[src/rtl/irq_sequencer_if.sv]
// irq_sequencer_if: pipeline-facing signals of the interrupt sequencer.
// master is the pipeline/testbench side, slave is the sequencer.
interface irq_sequencer_if #(
   parameter int W    = 16,
   parameter int PC_W = 32
);
   logic            interrupt;
   logic [PC_W-1:0] fetch_pc;
   logic            branch_pending;
   logic            stall;
   logic [2:0]      flags;
   logic            rti;
   logic            pc_hold;
   logic            inject_valid;
   logic [1:0]      inject_op;
   logic [W-1:0]    push_data;
   logic            vector_load;
   logic [PC_W-1:0] vector_addr;
   logic            irq_ack;
   logic            in_isr;
   logic            flags_restore;
   logic [2:0]      flags_saved;
   modport master (
      output interrupt, fetch_pc, branch_pending, stall, flags, rti,
      input  pc_hold, inject_valid, inject_op, push_data, vector_load, vector_addr,
      input  irq_ack, in_isr, flags_restore, flags_saved
   );
   modport slave (
      input  interrupt, fetch_pc, branch_pending, stall, flags, rti,
      output pc_hold, inject_valid, inject_op, push_data, vector_load, vector_addr,
      output irq_ack, in_isr, flags_restore, flags_saved
   );
endinterface

[src/rtl/irq_sequencer.sv]
// irq_sequencer: accepts an edge-triggered interrupt at a safe pipeline boundary,
// injects NOP + two return-PC pushes, then vectors fetch to the ISR pointer.
module irq_sequencer #(
   parameter int W        = 16,
   parameter int PC_W     = 32,
   parameter int VEC_ADDR = 2
) (
   input logic           clk,
   input logic           rst,
   irq_sequencer_if.slave io_bus
);
   typedef enum logic [2:0] {IDLE, PUSH_HI, PUSH_LO, VECTOR, ISR} state_t;
   state_t          r_state;
   logic            r_pending;
   logic            r_interrupt_q;
   logic [PC_W-1:0] r_ret_pc;
   logic [2:0]      r_flags_saved;
   logic            w_rise;
   logic            w_accept;
   logic            w_push;
   logic            w_vec;
   logic            w_isr;
   assign w_rise   = io_bus.interrupt & ~r_interrupt_q;
   assign w_accept = (r_state == IDLE) & r_pending & ~io_bus.branch_pending & ~io_bus.stall;
   assign w_push   = (r_state == PUSH_HI) | (r_state == PUSH_LO);
   assign w_vec    = r_state == VECTOR;
   assign w_isr    = r_state == ISR;
   always_ff @(posedge clk) begin
      if (rst) begin
         r_state       <= IDLE;
         r_pending     <= 1'b0;
         r_interrupt_q <= 1'b0;
         r_ret_pc      <= '0;
         r_flags_saved <= '0;
      end else begin
         r_interrupt_q <= io_bus.interrupt;
         // a fresh edge arriving in the acceptance cycle must not be lost
         r_pending     <= w_rise | (r_pending & ~w_accept);
         case (r_state)
            IDLE: if (w_accept) begin
               r_ret_pc      <= io_bus.fetch_pc;
               r_flags_saved <= io_bus.flags;
               r_state       <= PUSH_HI;
            end
            PUSH_HI: if (!io_bus.stall) r_state <= PUSH_LO;
            PUSH_LO: if (!io_bus.stall) r_state <= VECTOR;
            VECTOR:  r_state <= ISR;
            ISR:     if (io_bus.rti) r_state <= IDLE;
            default: r_state <= IDLE;
         endcase
      end
   end
   assign io_bus.irq_ack       = w_accept;
   assign io_bus.pc_hold       = w_accept | w_push;
   assign io_bus.inject_valid  = w_accept | w_push | w_vec;
   assign io_bus.inject_op     = (r_state == PUSH_HI) ? 2'b01 : (r_state == PUSH_LO) ? 2'b10 : 2'b00;
   assign io_bus.push_data     = (r_state == PUSH_HI) ? r_ret_pc[PC_W-1 -: W] :
                                 (r_state == PUSH_LO) ? r_ret_pc[W-1:0] : '0;
   assign io_bus.vector_load   = w_vec;
   assign io_bus.vector_addr   = w_vec ? PC_W'(VEC_ADDR) : '0;
   assign io_bus.in_isr        = w_isr;
   assign io_bus.flags_restore = w_isr & io_bus.rti;
   assign io_bus.flags_saved   = r_flags_saved;
endmodule

[src/flat_wrapper.sv]
// flat-port wrapper written by rule: the top's interface ports become plain ports
module irq_sequencer_flat 
#(
   parameter int W        = 16,
   parameter int PC_W     = 32,
   parameter int VEC_ADDR = 2
)
  (clk, rst, io_bus_interrupt, io_bus_fetch_pc, io_bus_branch_pending, io_bus_stall, io_bus_flags, io_bus_rti, io_bus_pc_hold, io_bus_inject_valid, io_bus_inject_op, io_bus_push_data, io_bus_vector_load, io_bus_vector_addr, io_bus_irq_ack, io_bus_in_isr, io_bus_flags_restore, io_bus_flags_saved);
  irq_sequencer_if #(.W(W), .PC_W(PC_W)) io_bus_i ();
  input logic clk;
  input logic rst;
  input wire logic [$bits(io_bus_i.interrupt)-1:0] io_bus_interrupt;
  input wire logic [$bits(io_bus_i.fetch_pc)-1:0] io_bus_fetch_pc;
  input wire logic [$bits(io_bus_i.branch_pending)-1:0] io_bus_branch_pending;
  input wire logic [$bits(io_bus_i.stall)-1:0] io_bus_stall;
  input wire logic [$bits(io_bus_i.flags)-1:0] io_bus_flags;
  input wire logic [$bits(io_bus_i.rti)-1:0] io_bus_rti;
  output wire logic [$bits(io_bus_i.pc_hold)-1:0] io_bus_pc_hold;
  output wire logic [$bits(io_bus_i.inject_valid)-1:0] io_bus_inject_valid;
  output wire logic [$bits(io_bus_i.inject_op)-1:0] io_bus_inject_op;
  output wire logic [$bits(io_bus_i.push_data)-1:0] io_bus_push_data;
  output wire logic [$bits(io_bus_i.vector_load)-1:0] io_bus_vector_load;
  output wire logic [$bits(io_bus_i.vector_addr)-1:0] io_bus_vector_addr;
  output wire logic [$bits(io_bus_i.irq_ack)-1:0] io_bus_irq_ack;
  output wire logic [$bits(io_bus_i.in_isr)-1:0] io_bus_in_isr;
  output wire logic [$bits(io_bus_i.flags_restore)-1:0] io_bus_flags_restore;
  output wire logic [$bits(io_bus_i.flags_saved)-1:0] io_bus_flags_saved;
  assign io_bus_i.interrupt = io_bus_interrupt;
  assign io_bus_i.fetch_pc = io_bus_fetch_pc;
  assign io_bus_i.branch_pending = io_bus_branch_pending;
  assign io_bus_i.stall = io_bus_stall;
  assign io_bus_i.flags = io_bus_flags;
  assign io_bus_i.rti = io_bus_rti;
  assign io_bus_pc_hold = io_bus_i.pc_hold;
  assign io_bus_inject_valid = io_bus_i.inject_valid;
  assign io_bus_inject_op = io_bus_i.inject_op;
  assign io_bus_push_data = io_bus_i.push_data;
  assign io_bus_vector_load = io_bus_i.vector_load;
  assign io_bus_vector_addr = io_bus_i.vector_addr;
  assign io_bus_irq_ack = io_bus_i.irq_ack;
  assign io_bus_in_isr = io_bus_i.in_isr;
  assign io_bus_flags_restore = io_bus_i.flags_restore;
  assign io_bus_flags_saved = io_bus_i.flags_saved;
  irq_sequencer #(.W(W), .PC_W(PC_W), .VEC_ADDR(VEC_ADDR)) u_core (.clk(clk), .rst(rst), .io_bus(io_bus_i));
endmodule
[config.mk]
export PLATFORM = sky130hd
export DESIGN_NAME = irq_sequencer_flat
export DESIGN_NICKNAME = d
export VERILOG_FILES = /design/src/rtl/irq_sequencer_if.sv /design/src/rtl/irq_sequencer.sv /design/src/flat_wrapper.sv
export SDC_FILE = /design/constraint.sdc
export NUM_CORES = 1
export LEC_CHECK = 0
export CORE_ASPECT_RATIO = 1.1
export CORE_UTILIZATION = 35
export CTS_CLUSTER_DIAMETER = 200
export DETAILED_ROUTE_END_ITERATION = 7
export GPL_TIMING_DRIVEN = 0
export PLACE_DENSITY = 0.69
export SLEW_MARGIN = 20
export SYNTH_ARGS = -nofsm -noshare
export SYNTH_HDL_FRONTEND = slang
export SYNTH_SLANG_ARGS = --single-unit
[constraint.sdc]
create_clock -name clk -period 2 [get_ports clk]
set_input_delay 0.5 -clock clk [delete_from_list [all_inputs] [get_ports clk]]
set_output_delay 0.5 -clock clk [all_outputs]
set_load 0.005 [all_outputs]
# After elaboration in Yosys (flattened, before gate mapping)
# Index checks and enable logic that the tools add are counted.
[totals] regBits=40 input_bits=41 out_inout_bits=59 word_cells=40
[op_classes] eq_ne=8 muxes=10 n_bitwise=14 reduce_logical=3
[op_table] op="2-to-1 mux 16 bit" n=2
[op_table] op="case mux 3 bit (5 select lines)" n=1
[op_table] op="2-to-1 mux 3 bit" n=4
[op_table] op="AND 1 bit" n=6
[op_table] op="== test 3 x 2 -> 1 bit, second input constant" n=2
[op_table] op="2-to-1 mux 2 bit" n=3
[op_table] op="inequality test 2 bit, second input constant" n=3
[op_table] op="NOT 1 bit" n=4
[op_table] op="bitwise OR 1 bit" n=4
[op_table] op="AND reduction 4 bit" n=1
[op_table] op="== test 3 x 1 -> 1 bit, second input constant" n=1
[op_table] op="== test 3 bit, second input constant" n=1
[op_table] op="zero test 3 bit" n=1
[op_table] op="inequality test 2 x 1 -> 1 bit, second input constant" n=1
[op_table] op="AND reduction 2 bit" n=1

# Logic depth before layout (Yosys ltp)
[depth] ltp_word=7 ltp_mapped=6 depth_no_buf=3

# Worst setup path before layout
# Ideal clock, no wire load.
[synth_timing] path_type="input to output" start="in io_bus_branch_pending" end="out io_bus_pc_hold" arrival_time_ps=1446 required_time_ps=1500 slack_ps=54 stages=4 path_buffers=2 cell_sequence="or4b_4 > buf_6 > buf_6 > o21ai_0"
[synth_between] elab_chain_cells=4
[synth_lines] element="from (decl)" line="flat_wrapper.sv:14" source="input wire logic [$bits(io_bus_i.branch_pending)-1:0] io_bus_branch_pending;"
[synth_lines] element="NOT 1 bit" line="irq_sequencer.sv:24" source="assign w_accept = (r_state == IDLE) & r_pending & ~io_bus.branch_pending & ~io_bus.stall;"
[synth_lines] element="AND 1 bit (2 in series)" line="irq_sequencer.sv:24"
[synth_lines] element="bitwise OR 1 bit" line="irq_sequencer.sv:54" source="assign io_bus.pc_hold = w_accept | w_push;"
[synth_lines] element="to (decl)" line="flat_wrapper.sv:18" source="output wire logic [$bits(io_bus_i.pc_hold)-1:0] io_bus_pc_hold;"
# No other way between the ends.

# Worst setup path after layout
[layout_timing] start="reg u_core.r_state[2]" end="out io_bus_push_data[11]"
[layout_between] elab_chain_cells=3 word_cells_on_any_way=4 classes_between="eq/ne: 2; mux: 2"
[layout_lines] element="from (decl)" line="irq_sequencer.sv:13" source="state_t r_state;"
[layout_lines] element="from (signal assigned)" line="irq_sequencer.sv:30" source="r_state <= IDLE;"
[layout_lines] element="from (signal assigned)" line="irq_sequencer.sv:43" source="r_state <= PUSH_HI;"
[layout_lines] element="from (signal assigned)" line="irq_sequencer.sv:45" source="PUSH_HI: if (!io_bus.stall) r_state <= PUSH_LO;"
[layout_lines] element="== test 3 x 2 -> 1 bit" line="irq_sequencer.sv:58" source="(r_state == PUSH_LO) ? r_ret_pc[W-1:0] : '0;"
[layout_lines] element="2-to-1 mux 16 bit" line="irq_sequencer.sv:58"
[layout_lines] element="2-to-1 mux 16 bit *" line="irq_sequencer.sv:57" source="assign io_bus.push_data = (r_state == PUSH_HI) ? r_ret_pc[PC_W-1 -: W] :"
[layout_lines] element="to (decl)" line="flat_wrapper.sv:21" source="output wire logic [$bits(io_bus_i.push_data)-1:0] io_bus_push_data;"
# Mark *: on every way between the ends. The rest lies on a longest branch, timed or not.

==> metrics.md <==
| Metric | Value |
|---|---|
| Status | `finished with violations` |
| Failing checks | `setup timing` |
| Final core occ | `0.580` |
| RR Startpoint | `u_core.r_state[2]` |
| Die W | `approximately 75 um` |
| TritonCTS clock tree | `done` |
| Setup violations, final | `17` |
| Pre-Repair DR Iteration Count | `5` |
| Number of synthesized flops with an enable pin | `0` |
| Die height | `82.3 um` |
| Power per Cell Area | `between 800 and 900 nW/um^2` |
| Final weighted congestion in routability-driven placement | `roughly 0.74` |
| Diodes inserted | `0` |
| Yosys cell types | `30` |
| # IOs | `100` |
| Fin nets | `~410` |
| Hold Path Origin | `u_core.io_bus.flags_saved[2]` |
| Leakage | `between 1 and 1.5 nW` |
| Initial antenna violation count | `0` |
| CP required | `around 1.5 ns` |
| Synth Register Bits | `40` |
| Global-route wire length before repair | `9210 um` |
| Total track usage | `0.200` |
| Synth warnings | `0` |
| Longest Clk Path Bufs | `2` |
| Worst-path maximum fanout | `8` |
| Dpl cell area | `approximately 2900 um^2` |
| Final WL | `~6000 um` |
| Top_reg_cell synth | `dfxtp_1` |
| Drc violations | `0` |
| Total power | `about 2.8 mW` |
| # port buffers | `68` |
| Vias per Instance | `4.79` |
| Final instance area | `about 3200 um^2` |
| H-tree depth | `2` |
| Area grow syn2layout | `55.7%` |
| CP arrival | `1.62 ns` |
| Mapped Cells | `around 250` |
| Final hold viol count | `0` |
| Max VDD drop | `0.477 mV` |
| Crit path capture type | `output port` |
| Cts hold-fix bufs | `0` |
| RSZ-0062 raised after global routing | `yes` |
| Max_slew headroom | `0.660` |
| Root buffer cell | `clkbuf_8` |
| Vias in the first global route | `1924` |
| Synthesized area | `slightly above 2000 um^2` |
| Layout Cells excl Fill | `447` |
| Global route overflow | `0` |
| Via Count | `~2100` |
| Num CTS Buffers | `5` |
| Sequential share of the synthesized area | `0.391` |
| Ys async rst share | `0` |
| Final clock period utilization by the worst path | `1.06` |
| Max-Cap Viols | `0` |
| Largest net degree at the start of global routing | `14` |
| Fill count | `around 540` |
| Final HPWL DP | `4100 um` |
| Die area | `~6200 um^2` |
| Clk slew on worst S/H paths | `~0.080 ns` |
| Pins Over Slew Limit | `0` |
| Fmax achieved | `471 MHz` |
| Layout cells sized above 1 | `0.285` |
| Post-route minimum period | `about 2.1 ns` |
| Routed wire length per instance | `between 10 and 15 um` |
| Initial core utilization | `0.373` |
| CTS sink count | `40` |
| Crit Path Class | `register to output port` |
| Mean Syn Cell Area | `8.23 um^2` |
| Clk_skew | `between 0.009 and 0.01 ns` |
| Clock latency on the worst-skew pair | `0.29 ns` |
| Num rows | `28` |
| DRT iter0 DRCs | `between 100 and 150` |
| Startpoint types | `register` |
| Core area | `5500 um^2` |
| Post-route setup slack | `-0.124 ns` |
| Crit path from | `u_core.r_state[2]` |
| Placed Cells | `422` |
| Worst-Margin Slew | `0.508 ns` |
| Routed Antenna Nets | `0` |
| Setup TNS | `-1.21 ns` |
| Worst min path class | `register to register` |
[worst max-delay path: stages, from the launching register on]
cell	delay [ns]
dfxtp_2	0.32
buf_6	0.13
buf_6	0.12
nor3_4	0.16
buf_6	0.13
buf_8	0.11
buf_6	0.10
a22o_1	0.13
buf_2	0.12
[per-layer routing]
layer | GRT usage | vias up | routed length [um]
li1 | - | 1067 | -
met1 | 0.240 | 980 | 2580
met2 | 0.346 | 83 | 3070
met3 | 0.0449 | 11 | 400
met4 | 0.0755 | 0 | 109
met5 | 0 | - | 0
[registers in the layout (all words and copies together), names as in the netlist]
register / count
u_core.r_interrupt_q: 1
u_core.r_pending: 1
u_core.r_ret_pc: 32
u_core.io_bus.flags_saved: 3
u_core.r_state: 3
[power breakdown]
part / internal [mW] / switching, mW / leakage (nW) / total (mW)
clock: 0.369 / 0.290 / 0.0541 / 0.659
sequential: 0.854 / 0.0634 / 0.326 / 0.917
combinational: 0.562 / 0.647 / 1.02 / 1.21
[through the flow]
stage          setup slack, ns  hold WS [ns]
2_1_floorplan           0.0535         0.454
3_3_place_gp            -0.991         0.462
3_5_place_dp             -1.00         0.465
4_1_cts                 -0.127         0.477
5_1_grt                 -0.174         0.508
6_report                -0.124         0.479
[cells in the mapped netlist, types with 2 or more instances]
cell      count  area [um^2]
nand2_1       3         11.3
nand3_1      36          180
and3_1        2         12.5
a21oi_1      37          185
nor2b_1       2         12.5
nor2_1        3         11.3
o21ai_0      32          160
clkbuf_1     17         63.8
o21ai_1       5         25.0
buf_6         4         45.0
clkbuf_2      2         10.0
dfxtp_1      40          801
a22o_1       16          140
inv_1         3         11.3
buf_4        32          240
[cell families after synthesis]
family	count (synthesis)	share of synthesized area
AOI/OAI and AO/OA	95	0.272
buffers and inverters	59	0.183
and+or+nand+nor	52	0.143
DFF	40	0.391
xor gates and xnor gates	1	0.00427
muxes	1	0.00549
other	1	0.00183
[final cells by class]
cell class / instances / area, um^2 / area share
Buffer: 51 / 354 / 0.111
Clock buffer: 5 / 68.8 / 0.0216
Clock inverter: 3 / 42.5 / 0.0133
Inverter: 3 / 16.3 / 0.00510
Multi-Input combinational cell: 180 / 1020 / 0.319
Sequential cell: 40 / 810 / 0.254
Tap cell: 75 / 93.8 / 0.0294
Timing Repair Buffer: 90 / 787 / 0.247
[layout by cell type (no fill, tap or decap), types with 2 or more instances in the layout]
master	synthesis	final
a21oi_1	37	37
a22o_1	16	16
buf_2	1	19
buf_4	32	45
buf_6	4	10
buf_8	0	3
clkbuf_1	17	11
clkbuf_2	2	5
clkbuf_8	0	5
clkdlybuf4s15_2	0	2
clkdlybuf4s50_1	0	41
conb_1	1	31
dfxtp_1	40	37
dfxtp_4	0	2
dlygate4sd2_1	0	3
dlymetal6s2s_1	0	2
inv_2	0	2
nand2_1	3	3
nand3_1	36	35
nor2_1	3	2
nor2b_1	2	2
o21ai_0	32	27
o21ai_1	5	10
[worst paths after layout]
path                                  end  slack, ns  cells after the start
max                  io_bus_push_data[11]      -0.12                      8
min reg2reg  u_core.io_bus.flags_saved[2]       0.48                      2
min          u_core.io_bus.flags_saved[2]       0.48                      2
max reg2reg             u_core.r_state[0]       0.01                      6
[timing repair]
action                     in CTS  in global routing
buffers inserted               15                  6
pin swaps                      15                  9
gates cloned                    1                  0
setup endpoints to repair      27                 29
resized for setup             117                 18
Power figures use the tool's default switching activity.
